**src/rtl/pwm_duty_slew_if.sv**
```systemverilog
// Target-duty handshake bundle between a duty requester and the slew limiter.
interface pwm_duty_slew_if #(
  parameter int WIDTH = 8
) ();
  logic [WIDTH-1:0] target;
  logic             target_valid;
  logic             target_ready;

  modport master (
    output target,
    output target_valid,
    input  target_ready
  );

  modport slave (
    input  target,
    input  target_valid,
    output target_ready
  );
endinterface

```
**src/rtl/pwm_duty_slew.sv**
```systemverilog
// Duty-cycle slew limiter: walks the applied PWM duty toward a requested target
// in steps of at most STEP, only on every DIV-th PWM period boundary.
module pwm_duty_slew #(
  parameter int WIDTH = 8,
  parameter int STEP  = 4,
  parameter int DIV   = 2
) (
  input  logic              clk,
  input  logic              rst_n,
  input  logic              ena,
  input  logic              period_end,
  pwm_duty_slew_if.slave    tgt_if,
  output logic [WIDTH-1:0]  duty,
  output logic              busy,
  output logic              done
);

  localparam int CNT_W = (DIV > 1) ? $clog2(DIV) : 1;
  localparam logic [CNT_W-1:0]        DIV_LAST = CNT_W'(DIV - 1);
  localparam logic signed [WIDTH+1:0] MAX_S    = (WIDTH+2)'((1 << WIDTH) - 1);
  localparam logic signed [WIDTH+1:0] STEP_S   = (WIDTH+2)'(STEP);
  localparam logic signed [WIDTH:0]   STEP_N   = (WIDTH+1)'(STEP);

  typedef enum logic {IDLE = 1'b0, RAMP = 1'b1} state_t;

  state_t             state_q, state_d;
  logic [WIDTH-1:0]   duty_q, duty_d;
  logic [WIDTH-1:0]   tgt_q, tgt_d;
  logic [CNT_W-1:0]   div_cnt_q, div_cnt_d;
  logic               done_q, done_d;

  logic               accept;
  logic               qual;
  logic               upd;
  logic [WIDTH-1:0]   step_duty;

  function automatic logic [WIDTH-1:0] sat_duty(input logic signed [WIDTH+1:0] v);
    if (v < 0)
      return '0;
    else if (v > MAX_S)
      return {WIDTH{1'b1}};
    else
      return v[WIDTH-1:0];
  endfunction

  // Difference is taken one bit wider than the duty so large moves never wrap.
  function automatic logic [WIDTH-1:0] step_toward(input logic [WIDTH-1:0] cur,
                                                   input logic [WIDTH-1:0] tgt);
    logic signed [WIDTH:0] diff;
    logic signed [WIDTH:0] mag;
    diff = $signed({1'b0, tgt}) - $signed({1'b0, cur});
    mag  = (diff < 0) ? -diff : diff;
    if (mag <= STEP_N)
      return tgt;
    else if (diff > 0)
      return sat_duty($signed({2'b00, cur}) + STEP_S);
    else
      return sat_duty($signed({2'b00, cur}) - STEP_S);
  endfunction

  assign accept    = tgt_if.target_valid & tgt_if.target_ready;
  assign qual      = ena & period_end & (state_q == RAMP);
  assign upd       = qual & (div_cnt_q == DIV_LAST);
  assign step_duty = step_toward(duty_q, tgt_q);

  always_ff @(posedge clk or negedge rst_n) begin
    if (!rst_n) begin
      state_q   <= IDLE;
      duty_q    <= '0;
      tgt_q     <= '0;
      div_cnt_q <= '0;
      done_q    <= 1'b0;
    end else begin
      state_q   <= state_d;
      duty_q    <= duty_d;
      tgt_q     <= tgt_d;
      div_cnt_q <= div_cnt_d;
      done_q    <= done_d;
    end
  end

  always_comb begin
    state_d = state_q;
    case (state_q)
      IDLE:    if (accept) state_d = RAMP;
      RAMP:    if (upd && (step_duty == tgt_q)) state_d = IDLE;
      default: state_d = IDLE;
    endcase
  end

  // Period-boundary divider and duty step; ena gating lives in accept/qual.
  always_comb begin
    duty_d    = duty_q;
    tgt_d     = tgt_q;
    div_cnt_d = div_cnt_q;
    done_d    = 1'b0;
    if (accept) begin
      tgt_d     = tgt_if.target;
      div_cnt_d = '0;
    end else if (qual) begin
      if (upd) begin
        div_cnt_d = '0;
        duty_d    = step_duty;
        done_d    = (step_duty == tgt_q);
      end else begin
        div_cnt_d = div_cnt_q + 1'b1;
      end
    end
  end

  always_comb begin
    tgt_if.target_ready = ena & (state_q == IDLE);
    busy                = (state_q == RAMP);
    done                = done_q;
    duty                = duty_q;
  end

endmodule

```
**src/flat_wrapper.sv**
```systemverilog
// flat-port wrapper written by rule: the top's interface ports become plain ports
module pwm_duty_slew_flat 
#(
  parameter int WIDTH = 8,
  parameter int STEP  = 4,
  parameter int DIV   = 2
)
  (clk, rst_n, ena, period_end, duty, busy, done, tgt_if_target, tgt_if_target_valid, tgt_if_target_ready);
  pwm_duty_slew_if #(.WIDTH(WIDTH)) tgt_if_i ();
  input  logic clk;
  input  logic rst_n;
  input  logic ena;
  input  logic period_end;
  output logic [WIDTH-1:0] duty;
  output logic busy;
  output logic done;
  input wire logic [$bits(tgt_if_i.target)-1:0] tgt_if_target;
  input wire logic [$bits(tgt_if_i.target_valid)-1:0] tgt_if_target_valid;
  output wire logic [$bits(tgt_if_i.target_ready)-1:0] tgt_if_target_ready;
  assign tgt_if_i.target = tgt_if_target;
  assign tgt_if_i.target_valid = tgt_if_target_valid;
  assign tgt_if_target_ready = tgt_if_i.target_ready;
  pwm_duty_slew #(.WIDTH(WIDTH), .STEP(STEP), .DIV(DIV)) u_core (.clk(clk), .rst_n(rst_n), .ena(ena), .period_end(period_end), .tgt_if(tgt_if_i), .duty(duty), .busy(busy), .done(done));
endmodule
```
**config.mk**
```make
export PLATFORM = sky130hd
export DESIGN_NAME = pwm_duty_slew_flat
export DESIGN_NICKNAME = d
export VERILOG_FILES = /design/src/rtl/pwm_duty_slew_if.sv /design/src/rtl/pwm_duty_slew.sv /design/src/flat_wrapper.sv
export SDC_FILE = /design/constraint.sdc
export NUM_CORES = 1
export LEC_CHECK = 0
export CAP_MARGIN = 10
export CORE_UTILIZATION = 55
export CTS_CLUSTER_DIAMETER = 30
export DETAILED_ROUTE_END_ITERATION = 7
export PLACE_DENSITY = 0.78
export SETUP_SLACK_MARGIN = 0.02
export SLEW_MARGIN = 10
export SYNTH_ARGS = -nofsm -noshare
export SYNTH_HDL_FRONTEND = slang
export SYNTH_SLANG_ARGS = --single-unit
```
**constraint.sdc**
```tcl
create_clock -name clk -period 4.14 [get_ports clk]
set_clock_uncertainty 0.1 [all_clocks]
set_input_delay 1.035 -clock clk [delete_from_list [all_inputs] [get_ports clk]]
set_output_delay 1.035 -clock clk [all_outputs]
set_load 0.02 [all_outputs]
```
## After elaboration in Yosys (flattened, before gate mapping)

Index checks and enable logic that the tools add are counted.

| word-level totals | value |
|---|---|
| bits in registers | 19 |
| logic and storage cells | 44 |

| cells by class | value |
|---|---|
| bitwise gates (word level) | 7 |
| reduce and logical (&&, ||, !) cells | 3 |
| mux-type cells | 16 |
| add/subtract/negate cells | 5 |
| equal/unequal tests | 1 |
| $lt $le $gt $ge | 7 |

Operators with widths:

| cell | count |
|---|---|
| two-way mux 8 bit | 6 |
| < comparator 9 x 1 -> 1 bit, second input constant | 2 |
| greater-than comparator 10 x 9 -> 1 bit, second input constant | 1 |
| < comparator 10 x 1 -> 1 bit, second input constant | 1 |
| adder 8 x 3 -> 9 bit, second input constant | 1 |
| greater-than comparator 9 x 1 -> 1 bit, second input constant | 1 |
| greater-than comparator 9 bit, second input constant | 1 |
| less-or-equal comparator 9 x 4 -> 1 bit, second input constant | 1 |
| two-way mux 9 bit | 1 |
| negator 9 bit | 1 |
| subtractor 8 x 3 -> 9 bit, second input constant | 1 |
| subtractor 8 x 8 -> 9 bit | 1 |
| equality test 8 bit | 1 |
| two-way mux 1 bit | 8 |
| bitwise AND 1 bit | 5 |
| AND reduction 3 bit | 1 |
| NOT 1 bit | 2 |
| one-hot mux 1 bit (2 select lines) | 1 |
| nonzero test 2 bit | 1 |
| adder 1 bit, second input constant | 1 |
| logical AND 1 bit | 1 |

## Depth between registers and ports, before layout

| depth | value |
|---|---|
| depth after elaboration | 10 |
| depth in mapped cells | 16 |
| mapped depth without buffers | 15 |

## Least setup slack after synthesis

No wires, ideal clock.

| timing path | value |
|---|---|
| path kind | register to register |
| from | reg u_core.duty_q[0] (netlist: u_core.duty[0]) |
| to | reg u_core.duty_q[1] (netlist: u_core.duty[1]) |
| data required time | 3913 ps |
| setup slack | 860 ps |
| cell stages (with the launch flop) | 14 |
| setup time | 127 ps |
| clock period less this slack | 3280 ps |
| arrival | 3053 ps |
| path buffers | 0 |
| path through | dfrtp_1 ha_1 inv_1 fa_1 a211oi_2 o21ai_4 a31oi_4 nand2_1 a31o_1 o221ai_1 a21oi_2 a31oi_2 mux2_2 a2bb2oi_1 |

| on the way | value |
|---|---|
| cells in the longest elaborated chain, start to end | 6 |
| elaborated cells on any way between the ends | 18 |
| those cells by class | add/sub (4); order compare (7); mux (7) |

Ends and longest elaborated chain:

| item | line | RTL |
|---|---|---|
| from (decl) | pwm_duty_slew.sv:27 | `logic [WIDTH-1:0] duty_q, duty_d;` |
| from (signal assigned) | pwm_duty_slew.sv:75 | `duty_q <= duty_d;` |
| branches (longest 5 deep; another with subtractor 8 x 8 -> 9 bit) | - |  |
| two-way mux 8 bit (*) | pwm_duty_slew.sv:53 | `if (mag <= STEP_N)` |

Every way passes the cells marked *.
A chain may end at the register's enable or synchronous reset.

## Final worst setup path

| timing path | value |
|---|---|
| from | reg u_core.tgt_q[0] |
| to | reg u_core.duty_q[1] (netlist: u_core.duty[1]) |

| on the way | value |
|---|---|
| cells in the longest elaborated chain, start to end | 5 |
| elaborated cells on any way between the ends | 8 |
| those cells by class | add/sub (2); order compare (3); mux (3) |

Ends and longest elaborated chain:

| item | line | RTL |
|---|---|---|
| from (decl) | pwm_duty_slew.sv:28 | `logic [WIDTH-1:0] tgt_q, tgt_d;` |
| from (signal assigned) | pwm_duty_slew.sv:76 | `tgt_q <= tgt_d;` |
| subtractor 8 x 8 -> 9 bit (*) | pwm_duty_slew.sv:51 | `diff = $signed({1'b0, tgt}) - $signed({1'b0, cur});` |
| negator 9 bit or < comparator 9 x 1 -> 1 bit (tied branches) | pwm_duty_slew.sv:52 | `mag = (diff < 0) ? -diff : diff;` |
| two-way mux 9 bit | pwm_duty_slew.sv:52 |  |
| less-or-equal comparator 9 x 4 -> 1 bit | pwm_duty_slew.sv:53 |  |
| two-way mux 8 bit (*) | pwm_duty_slew.sv:53 |  |

Mark *: on every way between the ends. The rest lies on a longest branch, timed or not.

==> flow_metrics.py <==
metrics = {
    "detailed_routing": {
        "routed_via_density": 6.43,
        "firstDrtPassIters": 4,
        "wl_per_cell_um": 15.8,
        "drtAntennaViolNets": 0,
        "drtIter0Drc": 143,
        "vias": 2084,
        "finalWirelength_um": 5110,
        "drc_errors": 0,
    },
    "critical_path": {
        "cp_cell_sequence": "inv_1 -> ha_1 -> inv_1 -> fa_1 -> a211oi_2 -> o21ai_4 -> a31oi_4 -> nand2_1 -> a31o_1 -> o221ai_1 -> a21oi_2 -> a31oi_2 -> mux2_2 -> a2bb2oi_1",
        "cpPeakStageDelay_ps": 520,
        "crit_path_frequent_cell": "inv_1",
        "cp_num_buf_inv": 2,
        "critPathKind": "register to register",
        "worst-path-max-fanout": 10,
        "worst_ep_arrival_time_ps": 3940,
        "cp_top_family": "compound AO/OA/AOI/OAI gates",
        "crit_path_top_delay_cell": "a31oi_2",
        "required_ps": 4180,
        "startpoint_type": "register",
        "crit_path_end_kind": "register",
    },
    "clocking": {
        "htree_levels": 1,
        "cts_resized": 0,
        "cts_tree": "built",
        "insertion_delay_ps": 260,
        "numCtsBuffers": 3,
        "cts_sinks": 19,
        "post-cts-setup-buffers": 0,
        "clock_path_buffers": 2,
        "clk_pin_slew_ps": 70,
        "clock-root-buffer": "clkbuf_8",
        "cts_hold_repair.buffers": 0,
    },
    "yosys": {
        "synth_flop_cell": "dfrtp_1",
        "synthDistinctLibCells": 64,
        "syn_area_sq_um": 2120,
        "ys_warn_count": 0,
        "synthTopCellsByArea": "dfrtp_1, ha_1, mux2_2",
        "ys_seq_elements": 19,
        "synth.top_cell.area_share": 0.224,
        "synth_edf_count": 0,
        "post-synth-top-area-cell": "dfrtp_1",
        "yosysSeqAreaShare": 0.224,
        "synth_most_common_cell": "nand2_1",
        "synth_commonest_cells": "nand2_1, dfrtp_1, nor2_1",
        "synth_fp_nets": 281,
        "postSynth.asyncResetShare": 1.00,
        "syn-instance-count": 256,
        "syn_area_per_cell_sq_um": 8.30,
    },
    "sta": {
        "tns_ps": 0,
        "rsz0062_at_grt": "false",
        "fin_crit_ps": 3900,
        "slew_headroom": 0.436,
        "maxSlewViolCount": 0,
        "finalSetupViolCount": 0,
        "worstMarginPinSlew_ps": 844,
        "fmax_mhz": 256,
        "hold_violations": 0,
        "period_share": 0.942,
    },
    "place": {
        "io_buffers": 23,
        "place_congestion": 0.932,
        "dp_hpwl_um": 4000,
        "dp_cells": 320,
    },
    "job": {
        "maxCapViolations": 0,
    },
    "grt": {
        "grt_pass1_wl_um": 8670,
        "grt_pass1_vias": 1832,
        "globalRouteOverflowTotal": 0,
        "grt_max_degree": 20,
        "grt_usage": 0.270,
        "antenna_found_initial": 0,
    },
    "worst_hold_path": {
        "hold_path.class": "register to register",
    },
    "final_layout": {
        "diodes": 0,
        "final_cell_count_no_fill": 324,
        "final_nets": 302,
        "layout-drive-gt1-share": 0.130,
        "areaGrowthSynthToFinish_pct": 14.4,
    },
    "floorplan": {
        "floorplan.initialDensity": 0.576,
        "die_w_um": 64.2,
        "num_rows": 22,
        "die-area_sq_um": 4120,
        "coreArea_sq_um": 3690,
        "io_pins": 24,
        "die_h_um": 64.2,
    },
    "run_status": {
        "status": "finished, final reports clean",
    },
}
## registers in the layout, indices dropped and copies added, names as in the netlist
register and cells:
u_core.tgt_q 8, u_core.duty 8, u_core.busy 1, u_core.div_cnt_q 1
u_core.done 1
## final timing paths
path                                         startpoint  slack, ps                      endpoint  cells after the start
setup / recovery            u_core.tgt_q[0]$_DFFE_PN0P_        240    u_core.duty[1]$_DFFE_PN0P_                     14
hold / removal             u_core.div_cnt_q$_DFFE_PN0P_        460  u_core.div_cnt_q$_DFFE_PN0P_                      1
setup reg to reg            u_core.tgt_q[0]$_DFFE_PN0P_        240    u_core.duty[1]$_DFFE_PN0P_                     14
hold reg to reg            u_core.div_cnt_q$_DFFE_PN0P_        460  u_core.div_cnt_q$_DFFE_PN0P_                      1
max in group asynchronous                         rst_n       2260         u_core.busy$_DFF_PN0_                      1
min in group asynchronous                         rst_n       1160    u_core.duty[7]$_DFFE_PN0P_                      1
## worst register-to-register path, cell delays in order, from the launching register on
cell	delay, ps
dfrtp_1	420
inv_1	110
ha_1	180
inv_1	60
fa_1	440
a211oi_2	370
o21ai_4	140
a31oi_4	410
nand2_1	100
a31o_1	240
o221ai_1	100
a21oi_2	60
a31oi_2	520
mux2_2	400
a2bb2oi_1	130
## cells in the final DEF, fill, tap and decap left out, types with 6 or more instances in the layout
cell type / n
mux2_2: 9
inv_1: 13
nand2_1: 25
o21ai_0: 8
o211ai_1: 7
a21oi_1: 13
dfrtp_1: 19
o21ai_1: 6
ha_1: 11
a21o_1: 6
nor3_1: 8
nand3_1: 9
nor2_1: 18
clkdlybuf4s50_1: 23
mux2i_1: 10
## per-layer routing
layer	global-route usage	up-vias	share of wire
li1	-	1012	-
met1	0.379	980	0.44
met2	0.438	82	0.48
met3	0.0250	10	0.059
met4	0.0861	0	0.017
met5	0	-	0
## cell families after synthesis
family	after synthesis	synth area share
simple gates	86	0.200
flops	19	0.224
xor+xnor	10	0.0448
buf+inv	25	0.0548
compound gates	85	0.308
mux	19	0.0948
fa+ha+maj	12	0.0742
## cell type report
type	count	area, sq um
clock buffer	4	45.0
fill	320	1260
inverter	13	48.8
multi-input combinational	212	1530
sequential	19	475
tap	48	60.1
timing repair buffer	28	268
## through the flow
step	setup slack, ps	hold WS, ps	utilization	instance area [sq um]
2_1_floorplan	860	419	-	2120
3_3_place_gp	352	441	0.647	2380
3_5_place_dp	288	447	0.647	2380
4_1_cts	259	466	0.659	2430
5_1_grt	45.1	485	0.659	2430
6_report	239	462	0.659	2430
Power is left out: the tool's default activity adds up to more than one toggle a clock period on the data nets, which glitch-free logic cannot reach.
